### config.mk
export PLATFORM = sky130hd
export DESIGN_NAME = if_stage
export DESIGN_NICKNAME = d
export VERILOG_FILES = /design/src/rtl/mips_pkg.sv /design/src/rtl/if_stage_if_id_reg.sv /design/src/rtl/if_stage.sv
export SDC_FILE = /design/constraint.sdc
export NUM_CORES = 1
export LEC_CHECK = 0
export ABC_CLOCK_PERIOD_IN_PS = 3200
export BUFFER_PORTS_ARGS = -buffer_cell sky130_fd_sc_hd__buf_2
export CAP_MARGIN = 0
export CORE_ASPECT_RATIO = 1.5
export CORE_MARGIN = 3
export CORE_UTILIZATION = 36
export DETAILED_ROUTE_END_ITERATION = 8
export GPL_ROUTABILITY_DRIVEN = 1
export SYNTH_ARGS = -nofsm -noshare
export SYNTH_HDL_FRONTEND = slang
export SYNTH_SLANG_ARGS = --single-unit
### constraint.sdc
create_clock -name clk -period 3.2 [get_ports clk]
set_clock_uncertainty 0.05 [all_clocks]
set_input_delay 0.32 -clock clk [delete_from_list [all_inputs] [get_ports clk]]
set_output_delay 0.32 -clock clk [all_outputs]
set_load 0.02 [all_outputs]
### src/rtl/mips_pkg.sv
// Shared types and constants for the MIPS pipeline front end.
package mips_pkg;

  localparam int          INSTR_W   = 32;
  localparam logic [31:0] NOP_INSTR = 32'h0000_0000;
  localparam logic [31:0] PC_INC    = 32'd4;

  typedef enum logic [1:0] {
    IDLE = 2'd0,
    REQ  = 2'd1,
    HOLD = 2'd2
  } if_state_t;

  // Wraps modulo 2^32, so 32'hFFFF_FFFC advances to 32'h0.
  function automatic logic [31:0] pc_plus4(input logic [31:0] pc);
    return pc + PC_INC;
  endfunction

endpackage

### src/rtl/if_stage_if_id_reg.sv
// IF/ID pipeline register: {instr, pc4, valid} with load, hold and bubble controls.
// Bubble wins over load; with neither asserted the contents are held.
module if_id_reg
  import mips_pkg::*;
(
  input  logic               clk,
  input  logic               rst,
  input  logic               i_load,
  input  logic               i_bubble,
  input  logic [INSTR_W-1:0] i_instr,
  input  logic [31:0]        i_pc4,
  output logic [INSTR_W-1:0] o_instr,
  output logic [31:0]        o_pc4,
  output logic               o_valid
);

  logic [INSTR_W-1:0] r_instr;
  logic [31:0]        r_pc4;
  logic               r_valid;

  always_ff @(posedge clk) begin
    if (rst || i_bubble) begin
      r_instr <= NOP_INSTR;
      r_pc4   <= '0;
      r_valid <= 1'b0;
    end else if (i_load) begin
      r_instr <= i_instr;
      r_pc4   <= i_pc4;
      r_valid <= 1'b1;
    end
  end

  assign o_instr = r_instr;
  assign o_pc4   = r_pc4;
  assign o_valid = r_valid;

endmodule

### src/rtl/if_stage.sv
// MIPS instruction-fetch stage: imem req/ack handshake, stall/flush handling, IF/ID load.
// Optional stall-cycle counter port stall_cycles when IF_STAGE_PERF_EN is defined.
module if_stage
  import mips_pkg::*;
#(
  parameter int ADDR_W = 32
) (
  input  logic               clk,
  input  logic               rst,
  input  logic [31:0]        pc,
  output logic               pc_stall,
  input  logic               flush,
  output logic               imem_req,
  output logic [ADDR_W-1:0]  imem_addr,
  input  logic               imem_ack,
  input  logic [INSTR_W-1:0] imem_rdata,
  input  logic               id_stall,
  output logic [INSTR_W-1:0] if_id_instr,
  output logic [31:0]        if_id_pc4,
`ifdef IF_STAGE_PERF_EN
  output logic [31:0]        stall_cycles,
`endif
  output logic               if_id_valid
);

  if_state_t          r_state;
  if_state_t          w_state_nxt;
  logic               r_drop_q;
  logic [ADDR_W-1:0]  r_addr_q;
  logic [INSTR_W-1:0] r_buf_instr;
  logic [31:0]        r_buf_pc4;

  logic               w_pc_stall;
  logic               w_load;
  logic               w_bubble;
  logic               w_buf_we;
  logic               w_drop_set;
  logic               w_drop_clr;
  logic [INSTR_W-1:0] w_ld_instr;
  logic [31:0]        w_ld_pc4;
  logic [31:0]        w_pc4;

  assign w_pc4 = pc_plus4(pc);

  always_comb begin
    w_state_nxt = r_state;
    w_pc_stall  = 1'b1;
    w_load      = 1'b0;
    w_bubble    = 1'b0;
    w_buf_we    = 1'b0;
    w_drop_set  = 1'b0;
    w_drop_clr  = 1'b0;
    w_ld_instr  = imem_rdata;
    w_ld_pc4    = w_pc4;
    case (r_state)
      IDLE: w_state_nxt = REQ;
      REQ: begin
        if (flush) begin
          // An unacked request must still complete, so it is tracked and its data dropped.
          w_bubble   = 1'b1;
          w_drop_set = !imem_ack;
          w_drop_clr = imem_ack;
        end else if (imem_ack && r_drop_q) begin
          w_drop_clr = 1'b1;
          w_bubble   = !id_stall;
        end else if (imem_ack) begin
          if (!id_stall) begin
            w_load     = 1'b1;
            w_pc_stall = 1'b0;
          end else begin
            w_buf_we    = 1'b1;
            w_state_nxt = HOLD;
          end
        end else begin
          w_bubble = !id_stall;
        end
      end
      HOLD: begin
        if (flush) begin
          w_bubble    = 1'b1;
          w_state_nxt = REQ;
        end else if (!id_stall) begin
          w_load      = 1'b1;
          w_ld_instr  = r_buf_instr;
          w_ld_pc4    = r_buf_pc4;
          w_pc_stall  = 1'b0;
          w_state_nxt = REQ;
        end
      end
      default: w_state_nxt = IDLE;
    endcase
  end

  always_ff @(posedge clk) begin
    if (rst) begin
      r_state  <= IDLE;
      r_drop_q <= 1'b0;
    end else begin
      r_state <= w_state_nxt;
      if (w_drop_set)      r_drop_q <= 1'b1;
      else if (w_drop_clr) r_drop_q <= 1'b0;
    end
  end

  always_ff @(posedge clk) begin
    if (!r_drop_q) r_addr_q <= pc[ADDR_W-1:0];
    if (w_buf_we) begin
      r_buf_instr <= imem_rdata;
      r_buf_pc4   <= w_pc4;
    end
  end

  assign pc_stall  = rst | w_pc_stall;
  assign imem_req  = (r_state == REQ);
  assign imem_addr = r_drop_q ? r_addr_q : pc[ADDR_W-1:0];

  if_id_reg u_if_id_reg (
    .clk      (clk),
    .rst      (rst),
    .i_load   (w_load),
    .i_bubble (w_bubble),
    .i_instr  (w_ld_instr),
    .i_pc4    (w_ld_pc4),
    .o_instr  (if_id_instr),
    .o_pc4    (if_id_pc4),
    .o_valid  (if_id_valid)
  );

`ifdef IF_STAGE_PERF_EN
  logic [31:0] r_stall_cnt;

  always_ff @(posedge clk) begin
    if (rst)
      r_stall_cnt <= '0;
    else if (pc_stall && (r_stall_cnt != 32'hFFFF_FFFF))
      r_stall_cnt <= r_stall_cnt + 32'd1;
  end

  assign stall_cycles = r_stall_cnt;
`endif

endmodule
==> flow_summary.json <==
{
  "postRouteAntennaNets": 0,
  "ctsLongestPathBuffers": 2,
  "n_fill_cell": 1790,
  "die-area_um2": 20400,
  "synth_top_family_by_area": "simple AND/OR/NAND/NOR gates",
  "port_buffers": 167,
  "ys_warn_count": 0,
  "drive_gt1_share_pct": 32.4,
  "hold_buffers": 0,
  "synthCells": 613,
  "synth_compound_gate_area_share_pct": 12.5,
  "dpl_worst_slack_ns": 0.587,
  "cts-htree-levels": 4,
  "drt_iter0_drc": 300,
  "die_y_um": 173,
  "tns_ns": 0,
  "final_util_pct": 46.1,
  "arrival_ns": 2.91,
  "grt_pass1_vias": 5097,
  "r2r-start": "r_state[0]",
  "startpoint": "r_state[0]",
  "synth_edf_count": 64,
  "maxSlewHeadroom_pct": 36.9,
  "synth_async_sr_flop_share_pct": 0,
  "cp_max_fo": 13,
  "final_hold_viol_count": 0,
  "fin_cells": 1029,
  "dpl-instance-area_um2": 7790,
  "most-common-layout-cells": "buf_2 (167), nand2_1 (102), dfxtp_1 (99), edfxtp_1 (64), nor2_1 (63)",
  "nNetsFinal": 842,
  "yosys.area.top_type": "dfxtp_1",
  "synth_fa_ha_area_share_pct": 0.930,
  "p_total_mw": 4.81,
  "dp_hpwl_mm": 11.8,
  "clk_latency_ns": 0.42,
  "rsz0062_at_grt": "false",
  "std_cell_rows": 60,
  "cts.repair.resized": 0,
  "dr_wl_met3_um": 718,
  "hold_slack_ns": 0.0411,
  "p_comb_share_pct": 10.0,
  "setup_viol": 0,
  "ys_seq_elements": 164,
  "wl_met2_mm": 8.84,
  "top_layer": "met5",
  "syn_to_final_growth_pct": 24.5,
  "drt-met1-wl_mm": 7.03,
  "wl_per_cell_um": 16.4,
  "synth.yosys.seq_area_share_pct": 58.3,
  "drv_slew": 0,
  "clk_pin_slew_ns": 0.06,
  "dr.pass1.iters": 4,
  "boundaryPins": 168,
  "period_minus_slack_ns": 2.60,
  "clkPwrFrac_pct": 42.7,
  "synthesis.area_um2": 6730,
  "antenna_found_initial": 1,
  "peakVddDrop_v": 0.000333,
  "yosysTopAreaCellShare_pct": 29.8,
  "power_switching_mw": 1.14,
  "synthDistinctLibCells": 61,
  "clkSinkCount": 164,
  "dieWidth_um": 118,
  "leakagePower_nw": 3.30,
  "cts-root-buf": "clkbuf_16",
  "synth.avg_cell_area_um2": 11.0,
  "grt_remaining_overflow": 0,
  "startpoint_type": "flop",
  "layout_commonest_cell": "buf_2",
  "initial_core_util_pct": 37.0,
  "endpoint_kind": "flop",
  "routed_wl_mm": 16.8,
  "internal_power_mw": 3.67,
  "vias": 5049,
  "worstPathRequired_ns": 3.51,
  "setup_slack_ns": 0.596,
  "critPathKind": "reg -> reg",
  "synth.area.top_cells": "dfxtp_1 (30%), edfxtp_1 (29%), nand2_1 (5.7%)",
  "status": "finished, final reports clean",
  "holdCritPathClass": "in -> reg",
  "synth-simple-area-share_pct": 16.4,
  "cts_buffers": 17,
  "post-route-cell-area_um2": 8380,
  "cap_violations": 0,
  "min_from": "imem_rdata[29]",
  "grt_pass1_wl_mm": 27.0,
  "cts_tree": "done",
  "antenna_cells": 0,
  "powerDensity_nw_per_um2": 574,
  "gp_congestion": 0.771,
  "synth_xor_xnor_area_share_pct": 3.37,
  "min_period_over_period_pct": 81.4,
  "grt_use_total_pct": 16.6,
  "viasPerCell": 4.91,
  "synthFlopType": "dfxtp_1",
  "fmax_mhz": 384,
  "seqPwrFrac_pct": 47.3,
  "tightest_slew_ns": 0.946,
  "synth_fp_nets": 687,
  "grt_max_degree": 50,
  "drc": 0,
  "muxShareOfSynthArea_pct": 4.96,
  "switching_share_pct": 23.7,
  "placedCellCount": 997,
  "post_cts_buffers": 0,
  "core_area_um2": 18200
}
-- state kept, by name (all words and copies together) (netlist names) --
name	flops
r_buf_pc4	32
r_buf_instr	32
r_state	2
r_addr_q	32
u_if_id_reg.o_pc4	32
u_if_id_reg.o_instr	32
u_if_id_reg.o_valid	1
r_drop_q	1
-- cell families (layout without fill, tap and decap cells) --
group	count (synthesis)	after routing
and+or+nand+nor	232	232
DFF	164	164
AOI/OAI and AO/OA	106	106
buffers and inverters	51	219
muxes	30	30
xor gates and xnor gates	25	25
adders and majority gates	5	5
-- final cells by class --
class / count / area (µm²) / area share (%)
clock buffer: 22 / 454 / 5.42
clock inverter: 10 / 130 / 1.55
inverter: 10 / 37.5 / 0.448
multi-input combinational: 398 / 2580 / 30.8
sequential: 164 / 3930 / 46.9
tap: 248 / 310 / 3.70
timing repair buffer: 177 / 936 / 11.2
-- critical path, stage by stage, from the launching register on --
cell	delay, ns
dfxtp_1	0.37
inv_1	0.08
ha_1	0.34
nor3b_1	0.43
o221ai_2	0.39
nor3_1	0.63
a221o_1	0.26
-- power by group through the flow --
| stage | sequential (mW) | clock [mW] | combinational [mW] |
|---|---|---|---|
| 6_report | 2.27 | 2.05 | 0.479 |
| 5_1_grt | 2.28 | 2.18 | 0.525 |
| 4_1_cts | 2.27 | 2.11 | 0.487 |
| 3_5_place_dp | 2.32 | 0 | 0.485 |
| 3_3_place_gp | 2.32 | 0 | 0.481 |
| 2_1_floorplan | 2.33 | 0 | 0.281 |
-- worst paths after layout --
path / slack [ns] / end / cells after the start
max reg2reg: 0.60 / u_if_id_reg.o_pc4[16] / 6
min reg2reg: 0.39 / u_if_id_reg.o_pc4[4] / 2
min: 0.04 / r_buf_instr[29] / 1
max: 0.60 / u_if_id_reg.o_pc4[16] / 6
-- layer usage --
| metal | global-route usage [%] | vias to the layer above |
|---|---|---|
| met5 | 0 | - |
| met4 | 5.67 | 2 |
| met3 | 4.05 | 17 |
| met2 | 30.5 | 116 |
| met1 | 18.6 | 2379 |
| li1 | - | 2535 |
-- synth_stat cells (7+ instances only) --
library cell / number
clkbuf_1: 20
a21oi_1: 14
inv_1: 10
o21ai_0: 9
mux2_2: 27
buf_2: 7
edfxtp_1: 64
xnor2_1: 12
nor3_1: 11
a22oi_1: 8
nand3_1: 13
nor2_1: 63
nand4_1: 8
dfxtp_1: 100
nand2_1: 102
xor2_1: 12
a311oi_1: 35
Note: power is estimated with default switching activity, not from simulation.
